## src/rtl/sd_out_conv_if.sv

```systemverilog
// Bus between the signed-digit output converter and its neighbours.
// The slave view belongs to the converter: it receives the filter's digit word
// and serves the buffered two's-complement results to the consumer.
// The master view is the filter/consumer side.
interface sd_out_conv_if #(
  parameter int Stage = 8,
  parameter int OW    = 8
);
  logic                 in_valid;
  logic [2*Stage-1:0]   din;
  logic                 out_valid;
  logic                 out_ready;
  logic [OW-1:0]        dout;
  logic                 dout_sat;
  logic [7:0]           drop_cnt;

  modport slave (
    input  in_valid, din, out_ready,
    output out_valid, dout, dout_sat, drop_cnt
  );

  modport master (
    output in_valid, din, out_ready,
    input  out_valid, dout, dout_sat, drop_cnt
  );
endinterface

```

## src/rtl/sd_out_conv.sv

```systemverilog
// Signed-digit (P - N) to two's-complement converter for the online IIR output.
// A chunked borrow pipeline resolves CHUNK bits per stage, the final value is
// saturated to OW bits and queued in a DEPTH-entry FIFO (no fall-through).
// The input side cannot be stalled: results meeting a full FIFO are dropped
// and counted in a saturating 8-bit counter.
module sd_out_conv #(
  parameter int Stage = 8,
  parameter int CHUNK = 4,
  parameter int OW    = 8,
  parameter int DEPTH = 4
) (
  input  logic            clk,
  input  logic            nrst,
  input  logic            enable,
  sd_out_conv_if.slave    bus
);

  localparam int NP       = (Stage + CHUNK - 32'sd1) / CHUNK;
  localparam int PW       = NP * CHUNK;
  localparam int AW       = $clog2(DEPTH);
  localparam int SAT_HI_I = (32'sd1 << (OW - 32'sd1)) - 32'sd1;
  localparam int SAT_LO_I = -SAT_HI_I - 32'sd1;
  localparam logic signed [Stage:0] SAT_HI  = SAT_HI_I[Stage:0];
  localparam logic signed [Stage:0] SAT_LO  = SAT_LO_I[Stage:0];
  localparam logic [AW:0]           DEPTH_C = DEPTH[AW:0];

  // Clamp a resolved value to the output range; returns {sat, value}.
  function automatic logic [OW:0] sat_fn(input logic signed [Stage:0] v);
    logic [OW:0] r;
    if (v > SAT_HI) begin
      r = {1'b1, SAT_HI[OW-1:0]};
    end else if (v < SAT_LO) begin
      r = {1'b1, SAT_LO[OW-1:0]};
    end else begin
      r = {1'b0, v[OW-1:0]};
    end
    return r;
  endfunction

  // Decoded plus/minus vectors, zero padded to a whole number of chunks.
  logic [PW-1:0]   p_in_s, n_in_s;

  // Per-stage source operands and next values.
  logic [PW-1:0]   src_p_s   [NP];
  logic [PW-1:0]   src_n_s   [NP];
  logic [PW-1:0]   src_res_s [NP];
  logic            src_b_s   [NP];
  logic [CHUNK:0]  diff_s    [NP];
  logic [PW-1:0]   nxt_res_s [NP];
  logic            nxt_b_s   [NP];

  // Pipeline registers: raw bits still to resolve, partial result, borrow.
  logic [NP-1:0]   vld_r;
  logic [PW-1:0]   p_r   [NP];
  logic [PW-1:0]   n_r   [NP];
  logic [PW-1:0]   res_r [NP];
  logic            b_r   [NP];

  // FIFO state and registered outputs.
  logic [OW:0]     mem_r [DEPTH];
  logic [AW-1:0]   wr_ptr_r, rd_ptr_r, rd_ptr_nxt_s;
  logic [AW:0]     cnt_r, cnt_nxt_s;
  logic            out_valid_r, dout_sat_r;
  logic [OW-1:0]   dout_r;
  logic [7:0]      drop_cnt_r;

  logic [PW:0]     fin_s;
  logic [Stage:0]  v_s;
  logic [OW:0]     wdata_s, head_nxt_s;
  logic            wr_req_s, full_s, pop_s, push_s, drop_s;

  // Split the digit word into its plus and minus bit vectors.
  always_comb begin
    p_in_s = '0;
    n_in_s = '0;
    for (int i = 0; i < Stage; i++) begin
      p_in_s[i] = bus.din[2*i+1];
      n_in_s[i] = bus.din[2*i];
    end
  end

  // Each stage subtracts its chunk of N (and the incoming borrow) from P.
  always_comb begin
    src_p_s[0]   = p_in_s;
    src_n_s[0]   = n_in_s;
    src_res_s[0] = '0;
    src_b_s[0]   = 1'b0;
    for (int s = 1; s < NP; s++) begin
      src_p_s[s]   = p_r[s-1];
      src_n_s[s]   = n_r[s-1];
      src_res_s[s] = res_r[s-1];
      src_b_s[s]   = b_r[s-1];
    end
    for (int s = 0; s < NP; s++) begin
      diff_s[s] = {1'b0, src_p_s[s][s*CHUNK +: CHUNK]}
                - {1'b0, src_n_s[s][s*CHUNK +: CHUNK]}
                - {{CHUNK{1'b0}}, src_b_s[s]};
      nxt_res_s[s] = src_res_s[s];
      nxt_res_s[s][s*CHUNK +: CHUNK] = diff_s[s][CHUNK-1:0];
      nxt_b_s[s] = diff_s[s][CHUNK];
    end
  end

  // Advance the borrow pipeline; dropping enable flushes every stage.
  always_ff @(posedge clk) begin
    if (!nrst) begin
      vld_r <= '0;
      for (int s = 0; s < NP; s++) begin
        p_r[s]   <= '0;
        n_r[s]   <= '0;
        res_r[s] <= '0;
        b_r[s]   <= 1'b0;
      end
    end else begin
      vld_r[0] <= enable & bus.in_valid;
      for (int s = 1; s < NP; s++) begin
        vld_r[s] <= enable & vld_r[s-1];
      end
      if (enable) begin
        for (int s = 0; s < NP; s++) begin
          p_r[s]   <= src_p_s[s];
          n_r[s]   <= src_n_s[s];
          res_r[s] <= nxt_res_s[s];
          b_r[s]   <= nxt_b_s[s];
        end
      end
    end
  end

  // The final borrow is the sign: value = res - borrow * 2^PW.
  assign fin_s   = {b_r[NP-1], res_r[NP-1]};
  assign v_s     = fin_s[Stage:0];
  assign wdata_s = sat_fn(v_s);

  // FIFO bookkeeping: push/pop/drop decisions and the next head word.
  always_comb begin
    wr_req_s = enable & vld_r[NP-1];
    pop_s    = out_valid_r & bus.out_ready;
    full_s   = (cnt_r == DEPTH_C);
    push_s   = wr_req_s & (~full_s | pop_s);
    drop_s   = wr_req_s & ~push_s;
    case ({push_s, pop_s})
      2'b10:   cnt_nxt_s = cnt_r + (AW+1)'(1'b1);
      2'b01:   cnt_nxt_s = cnt_r - (AW+1)'(1'b1);
      default: cnt_nxt_s = cnt_r;
    endcase
    if (pop_s) begin
      rd_ptr_nxt_s = rd_ptr_r + AW'(1'b1);
    end else begin
      rd_ptr_nxt_s = rd_ptr_r;
    end
    if (push_s && (wr_ptr_r == rd_ptr_nxt_s)) begin
      head_nxt_s = wdata_s;
    end else begin
      head_nxt_s = mem_r[rd_ptr_nxt_s];
    end
  end

  // FIFO storage array; contents need no reset since the count guards them.
  always_ff @(posedge clk) begin
    if (push_s) begin
      mem_r[wr_ptr_r] <= wdata_s;
    end
  end

  // FIFO pointers, count, registered head outputs and the drop counter.
  always_ff @(posedge clk) begin
    if (!nrst) begin
      wr_ptr_r    <= '0;
      rd_ptr_r    <= '0;
      cnt_r       <= '0;
      out_valid_r <= 1'b0;
      dout_r      <= '0;
      dout_sat_r  <= 1'b0;
      drop_cnt_r  <= 8'd0;
    end else begin
      if (push_s) begin
        wr_ptr_r <= wr_ptr_r + AW'(1'b1);
      end
      rd_ptr_r    <= rd_ptr_nxt_s;
      cnt_r       <= cnt_nxt_s;
      out_valid_r <= (cnt_nxt_s != '0);
      if (cnt_nxt_s != '0) begin
        {dout_sat_r, dout_r} <= head_nxt_s;
      end
      if (drop_s && (drop_cnt_r != 8'hFF)) begin
        drop_cnt_r <= drop_cnt_r + 8'd1;
      end
    end
  end

  assign bus.out_valid = out_valid_r;
  assign bus.dout      = dout_r;
  assign bus.dout_sat  = dout_sat_r;
  assign bus.drop_cnt  = drop_cnt_r;

endmodule
```

## src/flat_wrapper.sv

```systemverilog
// flat-port wrapper written by rule: the top's interface ports become plain ports
module sd_out_conv_flat 
#(
  parameter int Stage = 8,
  parameter int CHUNK = 4,
  parameter int OW    = 8,
  parameter int DEPTH = 4
)
  (clk, nrst, enable, bus_in_valid, bus_din, bus_out_ready, bus_out_valid, bus_dout, bus_dout_sat, bus_drop_cnt);
  sd_out_conv_if #(.Stage(Stage), .OW(OW)) bus_i ();
  input  logic clk;
  input  logic nrst;
  input  logic enable;
  input wire logic [$bits(bus_i.in_valid)-1:0] bus_in_valid;
  input wire logic [$bits(bus_i.din)-1:0] bus_din;
  input wire logic [$bits(bus_i.out_ready)-1:0] bus_out_ready;
  output wire logic [$bits(bus_i.out_valid)-1:0] bus_out_valid;
  output wire logic [$bits(bus_i.dout)-1:0] bus_dout;
  output wire logic [$bits(bus_i.dout_sat)-1:0] bus_dout_sat;
  output wire logic [$bits(bus_i.drop_cnt)-1:0] bus_drop_cnt;
  assign bus_i.in_valid = bus_in_valid;
  assign bus_i.din = bus_din;
  assign bus_i.out_ready = bus_out_ready;
  assign bus_out_valid = bus_i.out_valid;
  assign bus_dout = bus_i.dout;
  assign bus_dout_sat = bus_i.dout_sat;
  assign bus_drop_cnt = bus_i.drop_cnt;
  sd_out_conv #(.Stage(Stage), .CHUNK(CHUNK), .OW(OW), .DEPTH(DEPTH)) u_core (.clk(clk), .nrst(nrst), .enable(enable), .bus(bus_i));
endmodule
```

## config.mk

```make
export PLATFORM = sky130hd
export DESIGN_NAME = sd_out_conv_flat
export DESIGN_NICKNAME = d
export VERILOG_FILES = /design/src/rtl/sd_out_conv_if.sv /design/src/rtl/sd_out_conv.sv /design/src/flat_wrapper.sv
export SDC_FILE = /design/constraint.sdc
export NUM_CORES = 1
export LEC_CHECK = 0
export ABC_AREA = 1
export CORE_UTILIZATION = 55
export DETAILED_ROUTE_END_ITERATION = 6
export GPL_ROUTABILITY_DRIVEN = 0
export GPL_TIMING_DRIVEN = 0
export PLACE_DENSITY = 0.77
export REMOVE_ABC_BUFFERS = 1
export SYNTH_ARGS = -nofsm -noshare
export SYNTH_HDL_FRONTEND = slang
export SYNTH_SLANG_ARGS = --single-unit
```

## constraint.sdc

```tcl
create_clock -name clk -period 2.9 [get_ports clk]
set_clock_uncertainty 0.2 [all_clocks]
set_input_delay 0.58 -clock clk [delete_from_list [all_inputs] [get_ports clk]]
set_output_delay 0.58 -clock clk [all_outputs]
set_load 0.1 [all_outputs]
```

* Word level (Yosys, flattened, before mapping)
Memory sizes are Yosys's and may differ from the RTL's. A register that Yosys moved wholly into a read port is not among the register bits. Cells that the tools add are included.
Storage, ports and cells: bits in read-only memories 0, memories kept 5, bits in registers 18, latch bits 0, output and inout bits 18, bits of input ports 21, bits in writable memories 86
Memories:
- u_core.mem_r | words 4, bits a word 9, rd ports 1, clocked after memory_dff 1, write ports 1, line sd_out_conv.sv:60 | logic [OW:0] mem_r [DEPTH];
- u_core.n_r | words 2, bits a word 8, rd ports 1, clocked after memory_dff 0, write ports 2, line sd_out_conv.sv:55 | logic [PW-1:0] n_r [NP];
- u_core.p_r | words 2, bits a word 8, rd ports 1, clocked after memory_dff 0, write ports 2, line sd_out_conv.sv:54 | logic [PW-1:0] p_r [NP];
- u_core.res_r | words 2, bits a word 8, rd ports 2, clocked after memory_dff 0, write ports 2, line sd_out_conv.sv:56 | logic [PW-1:0] res_r [NP];
- u_core.b_r | words 2, bits a word 1, rd ports 2, clocked after memory_dff 0, write ports 2, line sd_out_conv.sv:57 | logic b_r [NP];
Cells by class: equal/unequal tests 4, magnitude comparators 2, $add $sub $neg 8, bitwise operators 17, div/mod/pow operators 0, multiply operators 0, multiplexer cells 18, shift operators 0, reduce and logical (&&, ||, !) cells 3
Operators by type and width (number):
- 8-bit 2-to-1 mux | 6
- 9-bit 2-to-1 mux | 2
- 4-bit by 4-bit subtractor with 5-bit output | 2
- 9-bit by 8-bit greater-than comparator with 1-bit output (second input constant) | 1
- 9-bit by 8-bit less-than comparator with 1-bit output (second input constant) | 1
- 1-bit OR | 9
- 8-bit by 1-bit adder with 8-bit output (second input constant) | 1
- 1-bit 2-to-1 mux | 8
- 8-bit inequality test (second input constant) | 1
- 1-bit AND | 6
- 3-bit one-hot mux with 2 select lines | 1
- 5-bit by 1-bit subtractor with 5-bit output | 1
- 2-bit by 1-bit adder with 2-bit output (second input constant) | 2
- 3-bit by 1-bit adder with 3-bit output (second input constant) | 1
- 3-bit == test (second input constant) | 1
- 3-bit nonzero test | 1
- 3-bit by 1-bit subtractor with 3-bit output (second input constant) | 1
- 2-bit by 1-bit == test with 1-bit output (second input constant) | 1
- 2-bit == test (second input constant) | 1
- 2-bit 2-to-1 mux | 1
- 1-bit NOT | 2
- 1-bit logical AND | 1
- 1-bit logical NOT | 1

* Longest topological paths before layout
Gate-level depths: netlist of the first run.
word-level depth 7, mapped depth 12, mapped depth without buffers 11

* Worst setup path after synthesis of the first run
No wires, ideal clock.
kind flip-flop to flip-flop, start register u_core.out_valid_r, in the netlist u_core.bus.out_valid, end register u_core.dout_r[0], in the netlist u_core.bus.dout[0], read port of u_core.mem_r, cell stages (with the launch flop) 10, arrival time 2.452 ns, path buffers 1, clock period less this slack 2.765 ns, required time 2.587 ns, path slack 0.135 ns, cell sequence dfxtp_1 -> nand3_1 -> fa_1 -> nand4_1 -> nand3_1 -> nand2_1 -> buf_2 -> nand4_1 -> nand2_1 -> nor2_1
Between the ends: word-level cells in the longest chain between the ends 6, elaborated cells on any way between the ends 8, classes of those cells eq/ne: 2; mux: 2; bitwise: 3; reduce/logical: 1
Ends and longest elaborated chain:
- start, declared | line sd_out_conv.sv:63 | logic out_valid_r, dout_sat_r;
- start signal, assigned | line sd_out_conv.sv:182 | out_valid_r <= (cnt_nxt_s != '0);
- 1-bit AND (*) | line sd_out_conv.sv:138 | pop_s = out_valid_r & bus.out_ready;
- 1-bit OR | line sd_out_conv.sv:140 | push_s = wr_req_s & (~full_s | pop_s);
- 1-bit AND | line sd_out_conv.sv:140
- 2-bit by 1-bit == test with 1-bit output or 2-bit == test (tied branches) | line sd_out_conv.sv:142 | case ({push_s, pop_s})
- 3-bit one-hot mux with 2 select lines | line sd_out_conv.sv:142
- 3-bit nonzero test | line sd_out_conv.sv:183 | if (cnt_nxt_s != '0) begin
- end, declared | line sd_out_conv.sv:64 | logic [OW-1:0] dout_r;
Every way passes the cells marked *; elsewhere a longest branch is shown, timed or not. A chain may end at the register's enable or synchronous reset.

* Worst setup path in the final report of the first run
start register u_core.out_valid_r, in the netlist u_core.bus.out_valid, end output port bus_out_valid
RTL lines:
- end, declared | line flat_wrapper.sv:17 | output wire logic [$bits(bus_i.out_valid)-1:0] bus_out_valid;
No word-level cell between the ends.

==> impl_metrics.yaml, run 1 <==
power:
  clkPwrFrac_pct: 26.7
  p_sw_mw: 1.26
  internal_power_mw: 2.22
  p_sw_share_pct: 36.2
  pwr-share-comb_pct: 31.4
  seq_power_share_pct: 41.9
  powerDensity_nw_per_um2: 695
  power.leakage_nw: 2.18
  ir_worst_vdd_mv: 0.297
grt:
  track_usage_pct: 22.0
  grt-busiest-layer: "met2"
  grt_use_met3_pct: 4.88
  grt_max_degree: 25
  met1_usage_pct: 26.4
  grt_util_met2_pct: 39.0
  grt.overflow.total: 0
  grt_pass1_wl_um: 14200
  grt_pass1_vias: 3153
  antenna_found_initial: 0
placed_design:
  dp.final_hpwl_um: 5410
  io_buffers: 38
  dp.cells: 609
synthesis:
  yosysUniqueCellTypes: 31
  synth_seq_cells: 85
  yosys_warnings: 0
  synthesis.area_um2: 4340
  synth_top_area_share_pct: 40.1
  postSynthCellCount: 484
  synth_top_cell_by_area: "edfxtp_1"
  avgSynthCellArea_um2: 8.96
  yosysSeqAreaShare_pct: 52.6
  yosys-top-cells-area: "edfxtp_1, dfxtp_1, nand2_1"
sta:
  setup_tns_ns: 0
  finalHoldViolCount: 0
  rsz0062_at_grt: "false"
  tightest_slew_ns: 0.980
  max_freq_mhz: 355
  final_max_slew_viol_count: 0
  timing.final.crit_share_pct: 97.2
  final-setup-viol-count: 0
  maxSlewHeadroom_pct: 34.5
  holdWs_ns: 0.213
  fin_crit_ns: 2.82
cts:
  clock_latency_ns: 0.36
  clock-root-buffer: "clkbuf_8"
  numClockSinks: 85
  cts_buffers: 9
  clockBufferDepth: 2
  htree_levels: 3
  cts_tree: "yes"
  cts_setup_buffers: 0
  clk_pin_slew_ns: 0.09
worst_setup_path:
  path_buf_inv: 1
  startpoint: "u_core.bus.out_valid"
  reg2reg_from: "u_core.p_r[0][4]"
  path_max_fanout: 5
  slowest_stage: "clkdlybuf4s50_1"
  cp_cell_sequence: "clkdlybuf4s50_1"
  critPathCaptureType: "primary output"
  cpPeakStageDelay_ns: 1.19
  worstPathRequired_ns: 2.12
  worst_setup_path_start_kind: "flop"
  criticalPathCategory: "reg2out"
  cp.arrival_ns: 2.04
  path_delay_family: "buffers and inverters"
min_path:
  holdCritStartpoint: "u_core.vld_r[0]"
  hold_class: "reg2reg"
cells_and_area:
  layout-drive-gt1-share_pct: 8.60
  nets: 558
  fillers: 621
  final_cells: 625
  area_delta_synth_final_pct: 15.5
  diodes: 0
  layout_commonest_cell: "nand2_1"
  mostFrequentLayoutCells: "nand2_1, inv_1, nor2_1"
detailed_routing:
  vias_per_cell: 5.04
  postRouteWirelength_um: 8040
  num_vias: 3149
  wl_per_cell_um: 12.9
  ant_nets: 0
  firstDrtPassIters: 5
  drc_errors: 0
  drt_iter0_markers: 135
die:
  io_pins: 39
  initial_core_util_pct: 56.4
  rows: 32
  die_area_um2: 8250
  fp.dieH_um: 90.8
  die_w_um: 90.8
  placeableCoreArea_um2: 7690
flow_run:
  maxCapViolations: 0
outcome:
  status: "finished clean"
==> cells by family after synthesis <==
kind of cell | after synthesis | synth area share (%)
buf+inv | 99 | 9.55
fa+ha+maj | 19 | 6.17
xor+xnor | 3 | 0.606
simple gates | 259 | 28.8
flops | 85 | 52.6
compound gates | 19 | 2.25
==> cell usage after synthesis (all sizes together) <==
library cell  instances
nand2               117
inv                  83
nor2                 63
edfxtp               58
nand3                39
dfxtp                27
nand3b               18
ha                   15
nand4                13
a21oi                12
buf                  10
o21ai                 6
clkbuf                5
fa                    4
nor3b                 4
or2                   3
nor3                  2
xnor2                 2
a211oi                1
clkinv                1
xor2                  1
==> registers in the layout, indices dropped and copies added (netlist names), 3 cells and up <==
signal	cells
u_core.n_r	4
u_core.bus.dout	8
u_core.p_r	4
u_core.bus.drop_cnt	8
u_core.res_r	12
u_core.cnt_r	3
u_core.mem_r	36
==> final cells by class <==
type / count / area (µm²) / share of cell area, %
sequential: 85 / 2280 / 45.6
multi-input combinational: 300 / 1670 / 33.3
timing repair buffer: 38 / 380 / 7.59
inverter: 84 / 315 / 6.29
clock buffer: 15 / 230 / 4.60
tap: 102 / 128 / 2.55
clock inverter: 1 / 5.00 / 0.0999
==> power by group through the flow <==
stage,Sequential (mW),Clock (mW),Combinational [mW]
6_report,1.46,0.931,1.09
5_1_grt,1.47,0.999,1.20
4_1_cts,1.46,0.945,1.09
3_5_place_dp,1.48,0,1.08
3_3_place_gp,1.48,0,1.06
2_1_floorplan,1.84,0,0.471
==> per-stage QoR <==
| stage | instance area (µm²) | worst slack, ns | utilization, % | total power, mW |
|---|---|---|---|---|
| global route | 5010 | 0.0222 | 65.2 | 3.67 |
| floorplan | 4240 | -0.0184 | - | 2.31 |
| CTS | 4990 | 0.0607 | 64.9 | 3.49 |
| detailed placement | 4750 | -0.430 | 61.8 | 2.57 |
| finish | 5010 | 0.0815 | 65.2 | 3.48 |
| global placement | 4750 | -0.390 | 61.8 | 2.54 |
==> metal layers <==
metal / vias to the layer above / routed length (µm)
met5: - / 0
met4: 0 / 116
met3: 13 / 311
met2: 58 / 4140
met1: 1468 / 3470
li1: 1610 / -
==> worst paths after layout <==
path | endpoint | cells past startpoint | slack, ns
max reg2reg | u_core.b_r[0][1] | 9 | 0.43
min reg2reg | u_core.vld_r[1] | 2 | 0.21
min | u_core.vld_r[1] | 2 | 0.21
max | bus_out_valid | 1 | 0.08
==> what timing repair did <==
item                       CTS  global route
cloned                       0             0
gates resized for setup      1             5
setup endpoints to repair    8            10
hold buffers                 0             0
hold endpoints to repair     0             0
No activity file was read; power rests on OpenSTA's default activity.
==> run 2: changes to the inputs <==
Clock period 2.9 ns to 3.31 ns, I/O delays scaled along.
==> run 2 against run 1 <==
Non-clock buffer count is the same. Setup slack improved by 0.16 ns. Sequential power shrank 12%. Register-to-register slack better by 0.21 ns. Routed wire length grew 1.2%. Hold slack about the same. Sequential cell count unchanged. Clock power is 12% lower. Count of clock-buffer cells in the layout did not move. Final cell count stayed put. Utilization is 0.36 points lower. Critical endpoint is now u_core.bus.dout[2].
==> impl_metrics.yaml, run 2 (synthesized netlist as in run 1, its figures left out) <==
sta:
  maxSlewHeadroom_pct: 34.5
  final-setup-viol-count: 0
  tightest_slew_ns: 0.980
  setup_tns_ns: 0
  timing.final.crit_share_pct: 92.6
  finalHoldViolCount: 0
  max_freq_mhz: 326
  holdWs_ns: 0.213
  fin_crit_ns: 3.06
  rsz0062_at_grt: "false"
  final_max_slew_viol_count: 0
worst_setup_path:
  worstPathRequired_ns: 3.36
  path_buf_inv: 1
  crit_cells: 12
  cp_cell_sequence: "clkdlybuf4s50_1, nand2_2, nand2_2, nand2_2, nand2_1, nand2_4, nor2_8, nand2_4, nand2_1, nand2_1, nor2_1, nor2_1"
  critPathCaptureType: "flop"
  r2r_slack_ns: 0.64
  cp.arrival_ns: 3.11
  cpPeakStageDelay_ns: 0.56
  worst_setup_path_start_kind: "input pin"
  slowest_stage: "clkdlybuf4s50_1"
  path_delay_family: "simple AND/OR/NAND/NOR gates"
  ff2ff_path_depth: 11
  r2r-end: "u_core.bus.dout[2]"
  path_max_fanout: 20
  criticalPathCategory: "in2reg"
  reg2reg_from: "u_core.bus.out_valid"
grt:
  grt_use_met3_pct: 4.88
  track_usage_pct: 22.0
  grt_util_met2_pct: 39.0
  grt_max_degree: 25
  met1_usage_pct: 26.4
  grt-busiest-layer: "met2"
  grt.overflow.total: 0
  antenna_found_initial: 0
  grt_pass1_wl_um: 14200
  grt_pass1_vias: 3154
cells_and_area:
  diodes: 0
  nets: 558
  regMostFlops: "u_core.mem_r"
  area_delta_synth_final_pct: 14.9
  mostFrequentLayoutCells: "nand2_1, inv_1, nor2_1"
  layout_commonest_cell: "nand2_1"
  top_regs: "u_core.mem_r: 36 flops, u_core.res_r: 12 flops"
  utilization_pct: 64.8
  layout-drive-gt1-share_pct: 8.03
  largest_reg_flops: 36
  fin_area_um2: 4980
die:
  rows: 32
  fp.dieH_um: 90.8
  io_pins: 39
  die_w_um: 90.8
  placeableCoreArea_um2: 7690
  initial_core_util_pct: 56.4
  die_area_um2: 8250
cts:
  clk_pin_slew_ns: 0.08
  cts_resized: 0
  clockBufferDepth: 2
  numClockSinks: 85
  cts_buffers: 9
  htree_levels: 3
  cts_tree: "yes"
  clock_latency_ns: 0.36
  cts_hold_buf: 0
  cts_setup_buffers: 0
  clock-root-buffer: "clkbuf_8"
power:
  p_sw_share_pct: 36.3
  p_sw_mw: 1.11
  seq_power_share_pct: 41.9
  ir_worst_vdd_mv: 0.258
  power.leakage_nw: 2.17
  internal_power_mw: 1.94
  clkPwrFrac_pct: 26.9
  pwr-share-comb_pct: 31.2
  powerDensity_nw_per_um2: 612
min_path:
  hold_class: "reg2reg"
  holdCritStartpoint: "u_core.vld_r[0]"
  holdPathStages: 2
  hold_path_end: "u_core.vld_r[1]"
detailed_routing:
  num_vias: 3170
  wl_per_cell_um: 13.0
  drc_errors: 0
  ant_nets: 0
  firstDrtPassIters: 4
  drt_iter0_markers: 113
  postRouteWirelength_um: 8140
  vias_per_cell: 5.07
outcome:
  status: "finished clean"
flow_run:
  maxCapViolations: 0
placed_design:
  dp.final_hpwl_um: 5410
  dpl-instance-area_um2: 4750
  io_buffers: 38
==> run 2: layout make-up <==
| cell class | instances | area [µm²] |
|---|---|---|
| multi-input cells | 300 | 1640 |
| clock buffers | 15 | 230 |
| fillers | 627 | 2710 |
| repair buffers | 38 | 380 |
| clock inverters | 1 | 5.00 |
| flip-flops and latches | 85 | 2280 |
| inverters | 84 | 315 |
| well taps | 102 | 128 |
==> run 2: worst max-delay path by stage <==
stage / from / endpoint / slack [ns]
floorplan: u_core.bus.out_valid / u_core.bus.dout[0] / 0.39
global placement: bus_out_ready / u_core.bus.dout[3] / -0.06
detailed placement: bus_out_ready / u_core.bus.dout[4] / -0.10
CTS: bus_out_ready / u_core.bus.dout[4] / 0.27
global route: bus_out_ready / u_core.bus.dout[7] / 0.11
finish: bus_out_ready / u_core.bus.dout[2] / 0.25
==> run 2: metal layers <==
layer  wire [µm]  vias to the layer above
met2        4080                       76
met1        3530                     1473
li1            -                     1608
met5           0                        -
met4         116                        0
met3         414                       13
==> run 2: power by group through the flow <==
stage / sequential [mW] / combinational (mW) / clock [mW]
after global routing: 1.29 / 1.04 / 0.875
final: 1.28 / 0.952 / 0.821
after floorplan: 1.61 / 0.412 / 0
after detailed placement: 1.30 / 0.950 / 0
after global placement: 1.30 / 0.927 / 0
after CTS: 1.28 / 0.954 / 0.828
==> run 2: tightest hold or removal path: cells and delay by family (launching register included) <==
| family | cells | cell delay [ns] |
|---|---|---|
| and+or+nand+nor | 1 | 0.03 |
| DFF | 1 | 0.30 |
| buffers and inverters | 1 | 0.04 |
==> run 2: through the flow <==
| stage | std cells | power, mW | setup slack (ns) |
|---|---|---|---|
| finish | 625 | 3.05 | 0.246 |
| global route | 625 | 3.20 | 0.111 |
| CTS | 625 | 3.06 | 0.270 |
| detailed placement | 609 | 2.25 | -0.102 |
| global placement | 609 | 2.22 | -0.0619 |
| floorplan | 469 | 2.02 | 0.392 |
